## src/rtl/wdt_pkg.sv

```systemverilog
// Shared definitions for the windowed watchdog: state encoding, register map,
// CTRL/STATUS bit positions and the default kick key.
package wdt_pkg;

    typedef enum logic [1:0] {
        ST_IDLE    = 2'd0,
        ST_RUN     = 2'd1,
        ST_WARN    = 2'd2,
        ST_EXPIRED = 2'd3
    } wdt_state_e;

    // Word offsets (addr[4:2])
    localparam logic [2:0] OFF_CTRL   = 3'd0;
    localparam logic [2:0] OFF_LOAD   = 3'd1;
    localparam logic [2:0] OFF_WARN   = 3'd2;
    localparam logic [2:0] OFF_KICK   = 3'd3;
    localparam logic [2:0] OFF_WIN    = 3'd4;
    localparam logic [2:0] OFF_STATUS = 3'd5;

    localparam int CTRL_EN    = 0;
    localparam int CTRL_LOCK  = 1;
    localparam int CTRL_PRESC = 8;

    localparam int STAT_STATE  = 0;
    localparam int STAT_IRQ    = 2;
    localparam int STAT_TO     = 3;
    localparam int STAT_LOCK   = 4;
    localparam int STAT_EARLY  = 5;
    localparam int STAT_BADKEY = 6;

    localparam logic [31:0] KICK_KEY_DEF = 32'hC0DE_5AFE;

endpackage

```

## src/rtl/wdt_prescaler.sv

```systemverilog
// Cycle prescaler: tick is high for one cycle out of every presc+1 while clr is low.
module wdt_prescaler #(
    parameter int PRESC_W = 8
) (
    input  logic               clk_i,
    input  logic               rstn_i,
    input  logic               clr,
    input  logic [PRESC_W-1:0] presc,
    output logic               tick
);

    logic [PRESC_W-1:0] pcnt;

    // >= rather than == so a PRESC lowered mid-count still ticks promptly
    assign tick = (pcnt >= presc);

    // NOTE: sequential state uses non-blocking assignments so every flop samples pre-edge values.
    always_ff @(posedge clk_i or negedge rstn_i) begin
        if (!rstn_i) begin
            pcnt <= '0;
        end else if (clr || tick) begin
            pcnt <= '0;
        end else begin
            pcnt <= pcnt + 1'b1;
        end
    end

endmodule

```

## src/rtl/wdt_win.sv

```systemverilog
// Windowed watchdog with prescaler, keyed kick, early warning, lock and cause reporting.
// Define WDT_WINDOW_EN to implement the WIN register and early-kick detection.
module wdt_win
    import wdt_pkg::*;
#(
    parameter int              NBIT     = 32,
    parameter int              PRESC_W  = 8,
    parameter logic [NBIT-1:0] KICK_KEY = NBIT'(KICK_KEY_DEF)
) (
    input  logic            clk_i,
    input  logic            rstn_i,
    input  logic [4:0]      addr_in,
    input  logic [NBIT-1:0] wd_din,
    input  logic            wd_req,
    input  logic            wd_we,
    output logic [NBIT-1:0] wd_dout,
    output logic            wd_irq,
    output logic            wd_to,
    output logic            rst_req_o
);

    wdt_state_e         state;
    logic [NBIT-1:0]    cnt, load_q, warn_q, rdata;
    logic [PRESC_W-1:0] presc_q;
    logic               en_q, lock_q, cause_early, cause_bad;
    logic [2:0]         widx;
    logic               wr, rd, running, cfg_wr, ctrl_wr, kick_wr, key_ok, early;
    logic               kick_ok, kick_bad, kick_early, stop, expire, tick, addr_unused;

    assign widx        = addr_in[4:2];
    assign addr_unused = ^addr_in[1:0];
    assign wr          = wd_req & wd_we;
    assign rd          = wd_req & ~wd_we;
    assign running     = (state == ST_RUN) || (state == ST_WARN);
    assign cfg_wr      = wr && !lock_q && (state != ST_EXPIRED);
    assign ctrl_wr     = cfg_wr && (widx == OFF_CTRL);
    assign kick_wr     = wr && (widx == OFF_KICK) && running;
    assign key_ok      = (wd_din == KICK_KEY);

`ifdef WDT_WINDOW_EN
    logic [NBIT-1:0] win_q;
    assign early = (cnt > win_q);
`else
    assign early = 1'b0;
`endif

    assign kick_ok    = kick_wr & key_ok & ~early;
    assign kick_bad   = kick_wr & ~key_ok;
    assign kick_early = kick_wr & key_ok & early;
    assign stop       = ctrl_wr & ~wd_din[CTRL_EN] & running;
    // Bus writes win over the count-reached-zero condition of the same cycle
    assign expire     = running & ~kick_ok & (kick_bad | kick_early | (~stop & (cnt == '0)));

    wdt_prescaler #(.PRESC_W(PRESC_W)) u_presc (
        .clk_i  (clk_i),
        .rstn_i (rstn_i),
        .clr    (~running | kick_ok),
        .presc  (presc_q),
        .tick   (tick)
    );

    always_ff @(posedge clk_i or negedge rstn_i) begin
        if (!rstn_i) begin
            en_q    <= 1'b0;
            lock_q  <= 1'b0;
            presc_q <= '0;
            load_q  <= '1;
            warn_q  <= '0;
`ifdef WDT_WINDOW_EN
            win_q   <= '1;
`endif
        end else if (cfg_wr) begin
            case (widx)
                OFF_CTRL: begin
                    en_q    <= wd_din[CTRL_EN];
                    lock_q  <= lock_q | wd_din[CTRL_LOCK];
                    presc_q <= wd_din[CTRL_PRESC +: PRESC_W];
                end
                OFF_LOAD: load_q <= wd_din;
                OFF_WARN: warn_q <= wd_din;
`ifdef WDT_WINDOW_EN
                OFF_WIN:  win_q  <= wd_din;
`endif
                default: ;
            endcase
        end
    end

    always_ff @(posedge clk_i or negedge rstn_i) begin
        if (!rstn_i) begin
            state       <= ST_IDLE;
            cnt         <= '0;
            wd_irq      <= 1'b0;
            wd_to       <= 1'b0;
            rst_req_o   <= 1'b0;
            cause_early <= 1'b0;
            cause_bad   <= 1'b0;
        end else begin
            if (kick_bad)   cause_bad   <= 1'b1;
            if (kick_early) cause_early <= 1'b1;
            case (state)
                ST_IDLE: begin
                    if (ctrl_wr && wd_din[CTRL_EN]) begin
                        state <= ST_RUN;
                        cnt   <= load_q;
                    end
                end
                ST_RUN, ST_WARN: begin
                    if (kick_ok) begin
                        state  <= ST_RUN;
                        cnt    <= load_q;
                        wd_irq <= 1'b0;
                    end else if (expire) begin
                        state     <= ST_EXPIRED;
                        wd_irq    <= 1'b0;
                        wd_to     <= 1'b1;
                        rst_req_o <= 1'b1;
                    end else if (stop) begin
                        state  <= ST_IDLE;
                        wd_irq <= 1'b0;
                    end else begin
                        if (tick) cnt <= cnt - 1'b1;
                        if (state == ST_RUN && warn_q != '0 && cnt <= warn_q) begin
                            state  <= ST_WARN;
                            wd_irq <= 1'b1;
                        end
                    end
                end
                default: ;
            endcase
        end
    end

    // NOTE: every always_comb output gets a default first so no path can infer a latch.
    always_comb begin
        rdata = '0;
        case (widx)
            OFF_CTRL: begin
                rdata[CTRL_EN]                = en_q;
                rdata[CTRL_LOCK]              = lock_q;
                rdata[CTRL_PRESC +: PRESC_W]  = presc_q;
            end
            OFF_LOAD: rdata = load_q;
            OFF_WARN: rdata = warn_q;
            OFF_KICK: rdata = cnt;
`ifdef WDT_WINDOW_EN
            OFF_WIN:  rdata = win_q;
`endif
            OFF_STATUS: begin
                rdata[STAT_STATE +: 2] = state;
                rdata[STAT_IRQ]        = wd_irq;
                rdata[STAT_TO]         = wd_to;
                rdata[STAT_LOCK]       = lock_q;
                rdata[STAT_EARLY]      = cause_early;
                rdata[STAT_BADKEY]     = cause_bad;
            end
            default: ;
        endcase
    end

    always_ff @(posedge clk_i or negedge rstn_i) begin
        if (!rstn_i) begin
            wd_dout <= '0;
        end else if (rd) begin
            wd_dout <= rdata;
        end
    end

endmodule
```

## config.mk

```make
export PLATFORM = sky130hd
export DESIGN_NAME = wdt_win
export DESIGN_NICKNAME = d
export VERILOG_FILES = /design/src/rtl/wdt_pkg.sv /design/src/rtl/wdt_prescaler.sv /design/src/rtl/wdt_win.sv
export SDC_FILE = /design/constraint.sdc
export NUM_CORES = 1
export LEC_CHECK = 0
export ABC_CLOCK_PERIOD_IN_PS = 4700
export BUFFER_PORTS_ARGS = -buffer_cell sky130_fd_sc_hd__buf_2
export CAP_MARGIN = 5
export CORE_MARGIN = 8
export CORE_UTILIZATION = 60
export CTS_CLUSTER_SIZE = 12
export DETAILED_ROUTE_END_ITERATION = 10
export GPL_ROUTABILITY_DRIVEN = 0
export GPL_TIMING_DRIVEN = 0
export PLACE_DENSITY_LB_ADDON = 0.3
export SYNTH_ARGS = -nofsm -noshare
export SYNTH_HDL_FRONTEND = slang
export SYNTH_SLANG_ARGS = --single-unit
```

## constraint.sdc

```tcl
create_clock -name clk_i -period 4.7 [get_ports clk_i]
set_input_delay 0.94 -clock clk_i [delete_from_list [all_inputs] [get_ports clk_i]]
set_output_delay 0.94 -clock clk_i [all_outputs]
set_load 0.02 [all_outputs]
```

Word level (Yosys, flattened, before mapping)

Cells that the tools add are included.

Magnitude comparators: 2
Reduce and logical (&&, ||, !) cells: 25
Bitwise gates (word level): 18
Multiplexer cells: 22
Equality and inequality tests: 13
$add $sub $neg: 2

Operator list:

| operator                                                             | count |
|---|---|
| 32-bit two-way mux                                                   | 5 |
| 32-bit one-hot mux with 2 select lines                               | 1 |
| 16-bit one-hot mux with 3 select lines                               | 1 |
| 32-bit == test, second input constant                                | 1 |
| 32-bit less-or-equal comparator                                      | 1 |
| 32-bit logical NOT                                                   | 1 |
| 8-bit one-hot mux with 4 select lines                                | 1 |
| 32-bit nonzero test                                                  | 1 |
| 32-bit by 1-bit subtractor with 32-bit output, second input constant | 1 |
| 5-bit one-hot mux with 4 select lines                                | 1 |
| 2-bit two-way mux                                                    | 5 |
| 2-bit one-hot mux with 5 select lines                                | 1 |
| 1-bit AND                                                            | 9 |
| 8-bit by 1-bit adder with 8-bit output, second input constant        | 1 |
| 8-bit greater-or-equal comparator                                    | 1 |
| 1-bit logical AND                                                    | 8 |
| 8-bit two-way mux                                                    | 1 |
| 2-bit AND reduction                                                  | 4 |
| 3-bit by 2-bit == test with 1-bit output, second input constant      | 2 |
| 3-bit inequality test, second input constant                         | 2 |
| 1-bit NOT                                                            | 6 |
| 3-bit AND reduction                                                  | 2 |
| 5-bit inequality test, second input constant                         | 1 |
| 5-bit AND reduction                                                  | 1 |
| 17 further kinds                                                     | 24 |

Output and inout port bits: 35
Input bits: 41
Register bits after elaboration: 151

Depth between registers and ports, before layout

Gate-level depths: netlist (run 1).

Word-level depth: 13
Gate-level depth with buffers: 11
Gate-level depth less buffers: 10

By module

A second synthesis (run 1) with hierarchy kept.

Cell total of the unflattened synthesis: 848
Area total of the unflattened synthesis: 9031.2 µm²

Modules (own cells, without submodules):

| module        | area each (µm²) | cells an instance | instances |
|---|---|---|---|
| wdt_win       | 8456.9          | 789               | 1 |
| wdt_prescaler | 574.3           | 59                | 1 |

Worst setup path before layout (run 1)

OpenSTA, ideal clock, no wires.

Path type: input to register
From: input addr_in[4]
To: register cnt[26]
Path slack: 1.562 ns
Arrival time: 3.014 ns
Library setup time: 0.124 ns
Data required time: 4.576 ns
Stages: 8
Cell sequence: and3b_1 nand4_1 o31ai_2 a211oi_1 a2111oi_2 buf_2 o21ai_0 o2bb2ai_1

Cells in the longest elaborated chain, start to end: 10

RTL lines:

| what                                   | RTL line       | RTL |
|---|---|---|
| start: declaration                     | wdt_win.sv:12  | `input logic [4:0] addr_in,` |
| 3-bit logical NOT                      | wdt_win.sv:36  | `assign ctrl_wr = cfg_wr && (widx == OFF_CTRL);` |
| 1-bit logical AND                      | wdt_win.sv:36  |  |
| 1-bit AND (2 in a row)                 | wdt_win.sv:50  | `assign stop = ctrl_wr & ~wd_din[CTRL_EN] & running;` |
| 1-bit NOT                              | wdt_win.sv:52  | `assign expire = running & ~kick_ok & (kick_bad \| kick_early \| (~stop & (cnt == '0)));` |
| 1-bit AND                              | wdt_win.sv:52  |  |
| 1-bit bitwise OR                       | wdt_win.sv:52  |  |
| 1-bit AND                              | wdt_win.sv:52  |  |
| 3-bit inequality test (no source line) | -              |  |
| 5-bit AND reduction (no source line)   | -              |  |
| end signal: assignment                 | wdt_win.sv:105 | `cnt <= load_q;` |
| end signal: assignment                 | wdt_win.sv:111 | `cnt <= load_q;` |
| end signal: assignment                 | wdt_win.sv:122 | `if (tick) cnt <= cnt - 1'b1;` |
| end: declaration                       | wdt_win.sv:23  | `logic [NBIT-1:0] cnt, load_q, warn_q, rdata;` |

Several ways; a longest one is shown, not always the timed one.
A chain may end at the register's enable or synchronous reset.

Final worst setup path (run 1)

From: input wd_din[26]
To: register cnt[26]

Cells in the longest elaborated chain, start to end: 7

RTL lines:

| what                                                    | RTL line      | RTL |
|---|---|---|
| start: declaration                                      | wdt_win.sv:13 | `input logic [NBIT-1:0] wd_din,` |
| 32-bit == test (*)                                      | wdt_win.sv:38 | `assign key_ok = (wd_din == KICK_KEY);` |
| 1-bit AND or 1-bit NOT (tied branches)                  | -             |  |
| 1-bit NOT (no source line) or 1-bit AND (tied branches) | -             |  |
| 1-bit AND or 1-bit bitwise OR (tied branches)           | wdt_win.sv:52 |  |
| 1-bit AND                                               | wdt_win.sv:52 |  |
| 3-bit inequality test (no source line)                  | -             |  |
| 5-bit AND reduction (no source line)                    | -             |  |

Mark *: on every way between the ends. The rest lies on a longest branch, timed or not.

==> results by group, run 1 <==
Synthesis
  • Most area-hungry cell type in the Yosys netlist: dfrtp_1
  • Syn Inst Count: between 800 and 900
  • Post-synth ARST share: 100.0%
  • Netlist cell types: 62
  • Synth Net Count: 930
  • Ys flop type: dfrtp_1
  • Most frequent cells after synthesis: 119 x dfrtp_1, 86 x mux2_2, 80 x o21ai_0
  • Synthesized area per cell: ~10 sq um
  • Flops & latches, synth: 151
  • Sequential area share after synthesis: between 40 and 50%
  • Most common cell in the synthesized netlist: dfrtp_1
  • Main area contributors after synthesis: dfrtp_1 35%, mux2_2 11%, dfstp_2 9.9%
  • Synthesized area: 8533 sq um
  • Top cell type's share of synthesized area: roughly a third
  • Yosys warning count: 0
  • Post-synth EDFFs: 0

Detailed routing
  • Drt pass-1 iters: 7
  • Vias per inst: 6.581
  • ANT nets after route: 0
  • Initial DRC Count: 918
  • Wire per inst: 22.36 microns
  • DRC: 0
  • Vias: around 7400
  • Final WL: 25220 microns

Power
  • VDD IR-drop max: about 0.41 mV
  • Pwr Density: approximately 670 nW/um^2
  • Power Total: 6.528 mW
  • Pleak: 4.466 nW

Clocking
  • Max Buffers Root-to-Sink: 2
  • H-tree depth: 4
  • Reg clk slew, reported paths: about 0.06 ns
  • Worst-Skew Late Latency: 0.44 ns
  • Num CTS Buffers: 17
  • Clock Root Buffer: clkbuf_16
  • CTS tree: built
  • Clk sinks: between 150 and 200

Global routing
  • Vias in the first global route: 7455
  • Global-route wire length before repair: 40320 microns
  • Pin count of the biggest net entering global routing: 92
  • Total congestion overflow: 0
  • Initial antenna violation count: 0
  • Gr usage total: ~28%

Floorplan
  • Starting Density: 61.47%
  • Core footprint: approximately 14000 sq um
  • Top Ports: 76
  • Die Footprint: 18290 sq um
  • Die Span Y: 135.3 microns
  • Chip width: 135.3 microns
  • Row Count: 43

Timing
  • Hold_ws: 0.4751 ns
  • Endpoints failing setup: 0
  • RSZ-0062 raised after global routing: false
  • Final worst-path cycle share: 89.27%
  • Fin crit period: 4.196 ns
  • Setup ws final: 0.5044 ns
  • Final slew viol count: 0
  • Worst clock skew: 0.008053 ns
  • Endpoints failing hold: 0
  • Fmax achieved: 0.2383 GHz
  • Slew headroom: 33.03%
  • Worst Tran Pin Value: roughly 1 ns

Finish
  • Area grow syn2layout: 14.93%
  • Ant. Diodes: 0
  • Fin util: between 70% and 80%
  • Share of layout cells above drive strength 1: 26.27%
  • Final instance area: 9807 sq um
  • Number of nets in the layout: around 1000

Worst setup path
  • Arr. time, crit path: 4.51 ns
  • CP peak stage delay: 0.76 ns
  • Critical path endpoint category: flop
  • CP Class: input port to flop
  • Req. time, crit path: 5.02 ns
  • CP delay by family, top: compound AO/OA/AOI/OAI gates
  • Most common cell on crit path: buf_2
  • R2r setup slk: approximately 0.92 ns
  • WP buf/inv: 2
  • CP cell instances: buf_2 -> nor4b_1 -> nand4_1 -> o31ai_2 -> a211oi_1 -> a2111oi_4 -> buf_2 -> o21ai_0 -> o2bb2ai_1
  • CP max FO: 10
  • Startpoint type of the worst setup path: input port
  • Critical-path top delay cell: a2111oi_4

Placed design
  • Post-DP HPWL: ~18000 microns
  • Pre-CTS WS: -0.2493 ns
  • Area after DPL: 9158 sq um
  • Port buffer count: between 70 and 80

Job
  • Max-cap violations: 0

Worst hold path
  • Min-delay worst type: input port to async pin

Outcome
  • Status: finished, final reports clean
## layout by cell type (no fill, tap or decap), types with 7 or more instances in the layout
cell type	netlist	final
dfrtp_1	119	119
mux2_2	86	86
nand4_1	14	14
o21ai_1	8	8
a22o_1	11	11
nor2_1	53	53
nor4_1	18	18
nand2_1	66	66
a21oi_1	56	56
dfstp_2	32	32
nand3_1	14	14
inv_1	48	48
mux4_2	8	8
ha_1	46	46
a21o_1	7	7
nor3_1	20	20
clkbuf_16	0	17
buf_1	7	7
o21ai_0	80	80
buf_2	3	75
a22oi_1	29	29
clkbuf_1	26	29
## logic make-up (layout without fill, tap and decap cells)
| kind of cell | count (synthesis) | in the layout | share of synthesized area, % |
|---|---|---|---|
| xor+xnor | 6 | 6 | 0.6158 |
| buf+inv | 90 | 195 | 4.413 |
| simple gates | 228 | 228 | 13.48 |
| compound gates | 222 | 222 | 15.82 |
| mux | 100 | 100 | 14.18 |
| fa+ha+maj | 46 | 46 | 6.745 |
| flops | 151 | 151 | 44.75 |
## what timing repair did
action / 4_1_cts / 5_1_grt
gates resized for setup: 0 / 1
hold buffers: 0 / 0
setup buffers: 0 / 0
endpoints found under the setup margin: 0 / 1
## flip-flops by register name, indices dropped and copies added (netlist names), 2 cells and up
name	flops
cnt	32
load_q	32
presc_q	8
state	2
u_presc.pcnt	8
warn_q	32
wd_dout	32
## metal layers
layer	wire, microns	up-vias	GRT usage (%)
li1	-	3282	-
met1	10070	3639	35.71
met2	11540	407	44.15
met3	2601	95	8.383
met4	1014	0	13.70
met5	0	-	0
## power by group
part	switching, mW	internal [mW]	leakage [nW]
sequential	0.527	1.80	1.87
combinational	1.63	1.08	2.29
clock	0.537	0.964	0.310
total	2.69	3.84	4.47
## cell type report
class                           count  area (sq um)
Inverter                           48         180.2
Clock buffer                       22         464.2
Clock inverter                      9         172.7
Sequential cell                   151          3819
Tap cell                          180         225.2
Timing Repair Buffer               74         399.1
Buffer                             42         196.4
Multi-Input combinational cell    602          4350
Fill cell                        1054          4074
## worst register-to-register path: stages, from the launching register on
cell,delay [ns]
dfrtp_1,0.41
inv_1,0.08
ha_1,0.27
buf_2,0.23
nand4_1,0.30
o31ai_2,0.68
a211oi_1,0.23
a2111oi_4,0.76
buf_2,0.40
o21ai_0,0.15
o2bb2ai_1,0.16
## path summary, 6_finish.rpt
| check | cells after the start | end | startpoint |
|---|---|---|---|
| max | 9 | cnt[26]$_DFFE_PN0P_ | wd_din[26] |
| min | 1 | wd_dout[0]$_DFFE_PN0P_ | rstn_i |
| max reg2reg | 10 | cnt[26]$_DFFE_PN0P_ | state[0]$_DFFE_PN0P_ |
| min reg2reg | 2 | wd_dout[3]$_DFFE_PN0P_ | wd_dout[3]$_DFFE_PN0P_ |
| max in group asynchronous | 2 | load_q[18]$_DFFE_PN1P_ | rstn_i |
| min in group clk_i | 2 | wd_dout[3]$_DFFE_PN0P_ | wd_dout[3]$_DFFE_PN0P_ |
## through the flow
step	instances	setup TNS, ns
floorplan	843	0
global placement	1096	-0.4019
detailed placement	1097	-0.8685
CTS	1128	0
global route	1128	0
finish	1128	0
(Power assumes the default switching activity.)
==> run 2: changes to the inputs <==
- RECOVER_POWER: unset -> 100
==> run 2 against run 1 <==
Compared with the run above: routed wire length up 0.33%; power shrank 0.75%; clock power about the same; combinational power fell by 2%; final cell count is the same; worst hold slack improved by 0.0053 ns; sequential share of layout area increased by 0.33 points; the flow now finishes with violations (capacitance limit, slew limit); non-clock buffer count unchanged; maximum frequency fell by 2.9%; die area unchanged; critical path depth grew 1; count of clock-buffer cells in the layout stayed put.
==> results by group, run 2 (synthesized netlist as in run 1, its figures left out) <==
Timing
  • Fin crit period: 4.322 ns (was 4.196 ns)
  • Endpoints failing hold: 0 (unchanged)
  • Hold_ws: 0.4804 ns (was 0.4751 ns)
  • Endpoints failing setup: 0 (unchanged)
  • Final worst-path cycle share: 91.95% (was 89.27%)
  • Slew headroom: -123.8% (was 33.03%)
  • Worst clock skew: 0.008108 ns (was 0.008053 ns)
  • Worst Tran Pin Value: 3.357 ns (was 0.9969 ns)
  • Setup ws final: 0.3782 ns (was 0.5044 ns)
  • RSZ-0062 raised after global routing: false (unchanged)
  • Fmax achieved: 0.2314 GHz (was 0.2383 GHz)
  • Final slew viol count: 61 (was 0)

Power
  • Pwr Density: 666.2 nW/um^2 (was 665.7 nW/um^2)
  • Pleak: 4.300 nW (was 4.466 nW)
  • Sw Pwr: 2.687 mW (was 2.692 mW)
  • Part of the power in registers: 35.9% (was 35.6%)
  • Comb pwr share: 40.9% (was 41.4%)
  • Sw frac: 41.48% (was 41.23%)
  • VDD IR-drop max: 0.4124 mV (was 0.4127 mV)
  • Internal power: 3.792 mW (was 3.837 mW)
  • Clk pwr share: 23.2% (was 23.0%)

Worst hold path
  • Min-delay worst type: flop to flop (was input port to async pin)

Finish
  • Commonest non-fill, non-tap cell in the layout: dfrtp_1 (unchanged)
  • Ant. Diodes: 0 (unchanged)
  • Share of layout cells above drive strength 1: 21.62% (was 26.27%)
  • Area grow syn2layout: 13.97% (was 14.93%)
  • Final instance area: 9726 sq um (was 9807 sq um)
  • Final cell count without fillers: 1128 (unchanged)
  • Most frequent cells in the layout: 119 x dfrtp_1, 86 x mux2_2, 86 x o21ai_0 (was 119 x dfrtp_1, 86 x mux2_2, 80 x o21ai_0)
  • Fin util: 70.06% (was 70.65%)
  • Number of nets in the layout: 1023 (unchanged)

Detailed routing
  • Metal-1 WL: 10120 microns (was 10070 microns)
  • ANT nets after route: 0 (unchanged)
  • Met2 WL: 11520 microns (was 11540 microns)
  • Wire per inst: 22.43 microns (was 22.36 microns)
  • DRC: 0 (unchanged)
  • Top Metal Used: met4 (unchanged)
  • Vias: 7521 (was 7423)
  • Vias per inst: 6.668 (was 6.581)
  • Final WL: 25310 microns (was 25220 microns)
  • WL met3: 2571 microns (was 2601 microns)
  • Initial DRC Count: 882 (was 918)
  • Drt pass-1 iters: 8 (was 7)

Outcome
  • Failing checks: capacitance limit, slew limit
  • Status: complete, but fails checks (was finished, final reports clean)

Worst setup path
  • R2r startpoint: cnt[24]$_DFFE_PN0P_ (was state[0]$_DFFE_PN0P_)
  • R2r worst-path depth: 10 (unchanged)
  • Reg2reg end: cnt[27]$_DFFE_PN0P_ (was cnt[26]$_DFFE_PN0P_)
  • CP Class: input port to flop (unchanged)
  • Critical path endpoint category: flop (unchanged)
  • Arr. time, crit path: 4.64 ns (was 4.51 ns)
  • R2r setup slk: 0.70 ns (was 0.92 ns)
  • Startpoint type of the worst setup path: input port (unchanged)
  • Req. time, crit path: 5.02 ns (about the same)
  • Crit path to: cnt[27]$_DFFE_PN0P_ (was cnt[26]$_DFFE_PN0P_)
  • CP max FO: 10 (unchanged)
  • Crit path launch: wd_din[26] (unchanged)

Clocking
  • Clock Root Buffer: clkbuf_16 (unchanged)
  • Post-CTS Setup Bufs: 0 (unchanged)
  • H-tree depth: 4 (unchanged)
  • Max Buffers Root-to-Sink: 2 (unchanged)
  • CTS tree: built (unchanged)
  • Reg clk slew, reported paths: 0.06 ns (about the same)
  • Worst-Skew Late Latency: 0.44 ns (about the same)
  • Num CTS Buffers: 17 (unchanged)
  • Clk sinks: 151 (unchanged)

Job
  • Max-cap violations: 1 (was 0)

Global routing
  • Pin count of the biggest net entering global routing: 92 (unchanged)
  • Initial antenna violation count: 0 (unchanged)
  • Gr usage total: 28.42% (unchanged)
  • Global-route wire length before repair: 40320 microns (unchanged)
  • Total congestion overflow: 0 (unchanged)
  • Vias in the first global route: 7455 (unchanged)

Placed design
  • Post-DP HPWL: 17750 microns (unchanged)
  • Pre-CTS WS: -0.2493 ns (unchanged)
  • Port buffer count: 73 (unchanged)
  • Placed cell count: 1097 (unchanged)
  • Area after DPL: 9158 sq um (unchanged)

Floorplan
  • Die Footprint: 18290 sq um (unchanged)
  • Row Count: 43 (unchanged)
  • Starting Density: 61.47% (unchanged)
  • Chip width: 135.3 microns (unchanged)
  • Die Span Y: 135.3 microns (unchanged)
  • Core footprint: 13880 sq um (unchanged)
  • Top Ports: 76 (unchanged)
[run 2: cell count changes in the layout (fill, tap and decap cells not counted), sizes merged]
cell    previous run  this run
buf               89        40
clkbuf            49        98
[run 2: layout make-up]
cell class                      count  area (sq um)
Tap cell                          180         225.2
Timing Repair Buffer               74         344.1
Clock inverter                      9         172.7
Multi-Input combinational cell    602          4340
Inverter                           48         180.2
Fill cell                        1084          4155
Buffer                             42         180.2
Clock buffer                       22         464.2
Sequential cell                   151          3819
[run 2: worst min path at each step]
| stage | depth (start not counted) | slack [ns] | end | from |
|---|---|---|---|---|
| CTS | 2 | 0.48 | wd_dout[3]$_DFFE_PN0P_ | wd_dout[3]$_DFFE_PN0P_ |
| global route | 2 | 0.51 | wd_dout[28]$_DFFE_PN0P_ | wd_dout[28]$_DFFE_PN0P_ |
| finish | 2 | 0.48 | wd_dout[3]$_DFFE_PN0P_ | wd_dout[3]$_DFFE_PN0P_ |
| global placement | 2 | 0.46 | wd_dout[3]$_DFFE_PN0P_ | wd_dout[3]$_DFFE_PN0P_ |
| floorplan | 1 | 0.44 | cause_bad$_DFFE_PN0N_ | cause_bad$_DFFE_PN0N_ |
| detailed placement | 2 | 0.47 | wd_dout[3]$_DFFE_PN0P_ | wd_dout[3]$_DFFE_PN0P_ |
[run 2: worst max-delay path: stages]
cell      delay (ns)
clkbuf_1        0.10
nor4b_1         0.68
nand4_1         0.46
o31ai_2         0.70
a211oi_1        0.23
a2111o_2        0.50
clkbuf_1        0.30
clkbuf_1        0.35
o21ai_0         0.30
o21ai_2         0.08
[run 2: through the flow]
stage	power, mW	setup TNS [ns]
5_1_grt	6.831	0
6_report	6.480	0
3_3_place_gp	4.787	-0.4019
4_1_cts	6.423	0
2_1_floorplan	4.005	0
3_5_place_dp	4.881	-0.8685
[run 2: power by group through the flow]
stage / registers [mW] / clock network, mW / logic, mW
floorplan: 2.18 / 0 / 1.83
global placement: 2.29 / 0 / 2.50
detailed placement: 2.30 / 0 / 2.58
CTS: 2.29 / 1.51 / 2.62
global route: 2.37 / 1.56 / 2.90
finish: 2.32 / 1.50 / 2.65
[run 2: per-layer routing]
metal	global-route usage, %	up-vias
met5	0	-
met4	13.70	0
met3	8.383	122
met2	44.15	431
met1	35.71	3688
li1	-	3280
[run 2: what timing repair did]
| item | in CTS | in global routing |
|---|---|---|
| setup endpoints to repair | 0 | 1 |
| resized for setup | 0 | 1 |
| hold buffers | 0 | 0 |
| hold endpoints to repair | 0 | 0 |
